$ cat src/rtl/status_led.sv
// status_led: test-fixture status FSM driving a blinking / steady PWM-dimmed RGB LED.
module status_led #(
    parameter int CLK_FREQ = 48_000_000,
    parameter int BLINK_HZ = 2,
    parameter int PWM_BITS = 8,
    parameter int DUTY     = 64
) (
    input  logic       i_clk,
    input  logic       i_rst,
    input  logic       i_running,
    input  logic       i_passed,
    output logic       o_led_r,
    output logic       o_led_g,
    output logic       o_led_b,
    output logic [1:0] o_state
);
    typedef enum logic [1:0] {IDLE, RUN, PASS, FAIL} state_t;
    localparam int HALF = CLK_FREQ / (2 * BLINK_HZ);
    localparam int BW = HALF > 1 ? $clog2(HALF) : 1;
    localparam logic [BW-1:0] LAST = BW'(HALF - 1);
    localparam logic [PWM_BITS-1:0] DUTY_V = PWM_BITS'(DUTY);
    state_t state, state_n;
    logic [BW-1:0] blink_cnt;
    logic phase;
    logic [PWM_BITS-1:0] pwm_cnt;
    logic pwm_on;
    always_comb begin
        state_n = i_running ? RUN : (state == RUN) ? (i_passed ? PASS : FAIL) : state;
    end
    assign pwm_on  = pwm_cnt < DUTY_V;
    assign o_state = state;
    // LEDs are decoded from the current state, so they trail o_state by one cycle
    always_ff @(posedge i_clk) begin
        if (i_rst) begin
            state     <= IDLE;
            blink_cnt <= '0;
            phase     <= 1'b1;
            pwm_cnt   <= '0;
            o_led_r   <= 1'b0;
            o_led_g   <= 1'b0;
            o_led_b   <= 1'b0;
        end else begin
            state   <= state_n;
            pwm_cnt <= pwm_cnt + 1'b1;
            o_led_b <= (state == RUN) & phase & pwm_on;
            o_led_g <= (state == PASS) & pwm_on;
            o_led_r <= (state == FAIL) & phase & pwm_on;
            if (state_n != state) begin
                blink_cnt <= '0;
                phase     <= 1'b1;
            end else if (blink_cnt == LAST) begin
                blink_cnt <= '0;
                phase     <= ~phase;
            end else begin
                blink_cnt <= blink_cnt + 1'b1;
            end
        end
    end
endmodule
$ cat config.mk
export PLATFORM = sky130hd
export DESIGN_NAME = status_led
export DESIGN_NICKNAME = d
export VERILOG_FILES = /design/src/rtl/status_led.sv
export SDC_FILE = /design/constraint.sdc
export NUM_CORES = 1
export LEC_CHECK = 0
export ABC_CLOCK_PERIOD_IN_PS = 2200
export CORE_MARGIN = 4
export CORE_UTILIZATION = 43
export DETAILED_ROUTE_END_ITERATION = 12
export GPL_TIMING_DRIVEN = 0
export PLACE_DENSITY = 0.62
export SLEW_MARGIN = 20
export SYNTH_ARGS = -nofsm -noshare
export SYNTH_HDL_FRONTEND = slang
export SYNTH_SLANG_ARGS = --single-unit
$ cat constraint.sdc
create_clock -name i_clk -period 2.2 [get_ports i_clk]
set_input_delay 0.33 -clock i_clk [delete_from_list [all_inputs] [get_ports i_clk]]
set_output_delay 0.33 -clock i_clk [all_outputs]
set_load 0.01 [all_outputs]
## After elaboration in Yosys (flattened, before gate mapping)

Cells that the tools add are included.

- Bits in registers: 38
- Bits of input ports: 4
- Output and inout port bits: 5
- Logic and storage cells: 26

- Add/sub/neg operators: 2
- Order comparisons: 1
- Equality and inequality tests: 5
- Muxes and demuxes: 3
- Bitwise gates (word level): 6
- Reductions and logical operators: 2

Operators by type and width:

| cell | number |
|---|---|
| 24-bit by 1-bit adder with 24-bit output, second input constant | 1 |
| 24-bit == test, second input constant | 1 |
| 8-bit by 1-bit adder with 8-bit output, second input constant | 1 |
| 8-bit by 7-bit < comparator with 1-bit output, second input constant | 1 |
| 1-bit bitwise AND | 5 |
| 2-bit == test, second input constant | 2 |
| 2-bit two-way mux | 2 |
| 3-bit OR reduction | 1 |
| 2-bit by 1-bit == test with 1-bit output, second input constant | 1 |
| 2-bit != test | 1 |
| 2-bit OR reduction | 1 |
| 1-bit two-way mux | 1 |
| 1-bit inverter | 1 |

## Logic depth before layout (Yosys ltp)

- Depth after elaboration: 5
- Depth in mapped cells: 6
- Mapped depth without buffers: 5

## Worst setup path before layout

OpenSTA, ideal clock, no wires.

- Path type: flip-flop to flip-flop
- Start point: register blink_cnt[0]
- End point: register blink_cnt[22]
- Library setup time: 0.080 ns
- Arrival: 1.908 ns
- Data required time: 2.120 ns
- Path slack: 0.212 ns
- Stages on the path, launching flop included: 7
- Path buffers: 1
- Clock period less this slack: 1.988 ns
- Cell sequence: dfxtp_1 -> ha_1 -> nand3_1 -> or3_1 -> buf_2 -> or4_4 -> a211oi_2

- Cells in the longest elaborated chain, start to end: 2
- Elaborated cells on any way between the ends: 3
- Those cells by class: 1 x add/sub; 1 x eq/ne; 1 x reduce/logical

Ends and longest elaborated chain:

| what | RTL line | RTL |
|---|---|---|
| from (decl) | 23 | `logic [BW-1:0] blink_cnt;` |
| from (signal assigned) | 55 | `blink_cnt <= blink_cnt + 1'b1;` |
| branches (longest 2 deep; another with 24-bit by 1-bit adder with 24-bit output) | -- |  |

Several ways; the timed one is not identified.
A chain may end at the register's enable or synchronous reset.

## Worst setup path in the final report

- Start point: register blink_cnt[0]
- End point: register blink_cnt[18]

The elaborated chain is that of the path after synthesis.

==> metrics.cfg <==
[hold_path]
min_path_cells=1
min_from=pwm_cnt[0]$_SDFF_PP0_
hold_end=pwm_cnt[0]$_SDFF_PP0_
hp-class=reg -> reg

[logic_synthesis]
synth_common_cells=38 x dfxtp_1, 18 x nor2_1, 18 x nor3_1, 12 x nand3_1, 12 x xnor2_1
synth-seq-area-share=0.4448
synth_top_cell_by_area=dfxtp_1
synth.avg_cell_area_um2=9.196
ys_warn_count=0
synth_edf_count=0
synth-main-ff-cell=dfxtp_1
synth-async-reset-ratio=0
yosysMostFrequentCell=dfxtp_1
synth_cells=186
ys_ff_latch=38
synth_top_area_share=0.4448
synth_area_um2=1710
synth_area_leaders=dfxtp_1 44%, xnor2_1 6.1%, nor3_1 5.3%
synth_nets=192
synth_cell_type_count=35

[sta]
slew_viol_final=0
setup_viol_count_final=0
tightest_slew_ns=0.6041
timing.fmax_mhz=472.7
worst_slack_ns=0.08429
relSlewSlack=0.5973
finalCritPeriodShare=0.9617
hold_viol=0
min_period_ns=2.116
skew_ns=0.008324

[clocking]
cts-buffers-inserted=5
cts_tree=done
clk_latency_ns=0.30
cts_resized=2
post-cts-setup-buffers=0
postCtsHoldBufs=0
cts.sinks=38
cts.path.max_buffers=2
ctsRootBufferMaster=clkbuf_8
clk_transition_reported_paths_ns=0.08
h-tree-depth=2

[routing]
via_count=1372
drtIter0Drc=71
detail-route-antenna-nets=0
viasPerCell=5.488
dr.pass1.iters=4
wl_per_cell_um=13.23
drc=0
wl_um=3307

[cells_and_area]
area_growth_pct=14.85
num_antenna_cells=0
drive_gt1_frac=0.1089
postLayoutCoreUtil=0.5247
nets=207
fin_area_um2=1964

[critical_path]
rr_endpoint=blink_cnt[18]$_SDFF_PP0_
arrival_ns=2.33
path_max_fanout=9
ff2ff_setup_slack_ns=0.08
path_class=reg -> reg
worst-r2r-cell-count=6
worstSetupStartpointType=flip-flop
reg2reg_from=blink_cnt[0]$_SDFF_PP0_
worstPathRequired_ns=2.41
crit_path_end_kind=flip-flop

[global_route]
busiest_layer=met2
grt_pass1_wl_um=5775
grt_use_met3=0.05540
groute.usage.overall=0.1447
use_met2=0.2235
antenna_found_initial=0
grt_max_degree=13
grt_pass1_vias=1305
met1_usage=0.1809
grt.overflow.total=0

[pwr]
p_total_mw=1.270
vdd_drop_max_v=0.0004948
powerDensity_nw_per_um2=646.6
p_leak_nw=0.6021

[run_status]
outcome=finished, final reports clean

[die]
die_area_um2=5051
ioPinCount=9
fp.dieW_um=71.07
rows=22
core_um2=3744
die_y_um=71.07
start_util=0.4569

[placement]
place_area_um2=1851
numPortBuffers=8
preCtsSetupSlack_ns=-0.03396
dp_hpwl_um=2403
gp_congestion=0.7772

[run]
cap_viol_max_count=0

==> cells by family (layout without fill, tap and decap cells) <==
| logic type | after synthesis | count (layout) | synth area share |
|---|---|---|---|
| and+or+nand+nor | 93 | 93 | 0.3029 |
| xor gates and xnor gates | 20 | 20 | 0.1024 |
| muxes | 2 | 2 | 0.01170 |
| DFF | 38 | 38 | 0.4448 |
| AOI/OAI and AO/OA | 18 | 18 | 0.08924 |
| adders and majority gates | 2 | 2 | 0.01463 |
| buffers and inverters | 13 | 29 | 0.03438 |
==> area by class of cell <==
type / instances / area [µm²]
clock inverters: 2 / 12.51
clock buffers: 6 / 82.58
plain buffers: 8 / 41.29
inverters: 5 / 18.77
well taps: 48 / 60.06
multi-input cells: 135 / 908.4
flip-flops and latches: 38 / 760.7
fillers: 377 / 1779
repair buffers: 8 / 80.08
==> state kept, by name, summed over array words and instances, names as in the netlist <==
signal,cells
pwm_cnt,8
o_led_g,1
o_led_r,1
blink_cnt,24
o_led_b,1
o_state,2
phase,1
==> power breakdown <==
group          internal (mW)  switching (mW)  total (mW)
clock                  0.252           0.247       0.499
sequential             0.699          0.0124       0.711
combinational         0.0266          0.0338      0.0603
==> metrics by stage <==
stage	cells	hold slack (ns)	TNS, ns
after floorplan	186	0.4093	0
after global placement	242	0.4517	0
after detailed placement	242	0.4731	-0.1502
after CTS	250	0.4912	0
after global routing	250	0.5229	-0.01024
final	250	0.4831	0
==> how the worst max path moves through the flow <==
stage | startpoint | slack [ns] | to
after floorplan | blink_cnt[0]$_SDFF_PP0_ | 0.21 | blink_cnt[22]$_SDFF_PP0_
final | blink_cnt[0]$_SDFF_PP0_ | 0.08 | blink_cnt[18]$_SDFF_PP0_
after CTS | blink_cnt[0]$_SDFF_PP0_ | 0.04 | blink_cnt[18]$_SDFF_PP0_
after global routing | blink_cnt[0]$_SDFF_PP0_ | -0.01 | blink_cnt[22]$_SDFF_PP0_
after detailed placement | blink_cnt[0]$_SDFF_PP0_ | -0.03 | blink_cnt[7]$_SDFF_PP0_
after global placement | blink_cnt[0]$_SDFF_PP0_ | 0.004 | blink_cnt[7]$_SDFF_PP0_
==> critical path: stages, from the launching register on <==
cell and delay [ns]:
dfxtp_1 0.42, ha_4 0.20, nand3_2 0.13, or3_1 0.36, buf_2 0.18, or4_1 0.51, a211oi_2 0.24
==> per-layer routing <==
metal | vias to the layer above | share of wire
li1 | 706 | -
met5 | - | 0
met2 | 14 | 0.48
met4 | 0 | 0.015
met3 | 5 | 0.039
met1 | 647 | 0.47
==> layout by cell type (no fill, tap or decap), types with 2 or more instances in the layout <==
cell type         n
or3_1             4
nor2_1           18
clkbuf_8          6
a211oi_2          5
nand3b_1          2
clkbuf_1          4
o2111ai_1         2
or4_4             2
mux2i_1           2
o31ai_1           5
or4_1             4
nand3_1          11
o21ai_0           2
nand4_1           5
nor3b_1           3
nor3_1           18
and3_1            3
nor4_1            4
xor2_1            8
clkdlybuf4s50_1   8
inv_1             5
buf_2             2
nand2_1          10
dfxtp_1          38
a211oi_1          2
xnor2_1          12
nor2b_1           2
(Power assumes the default switching activity.)
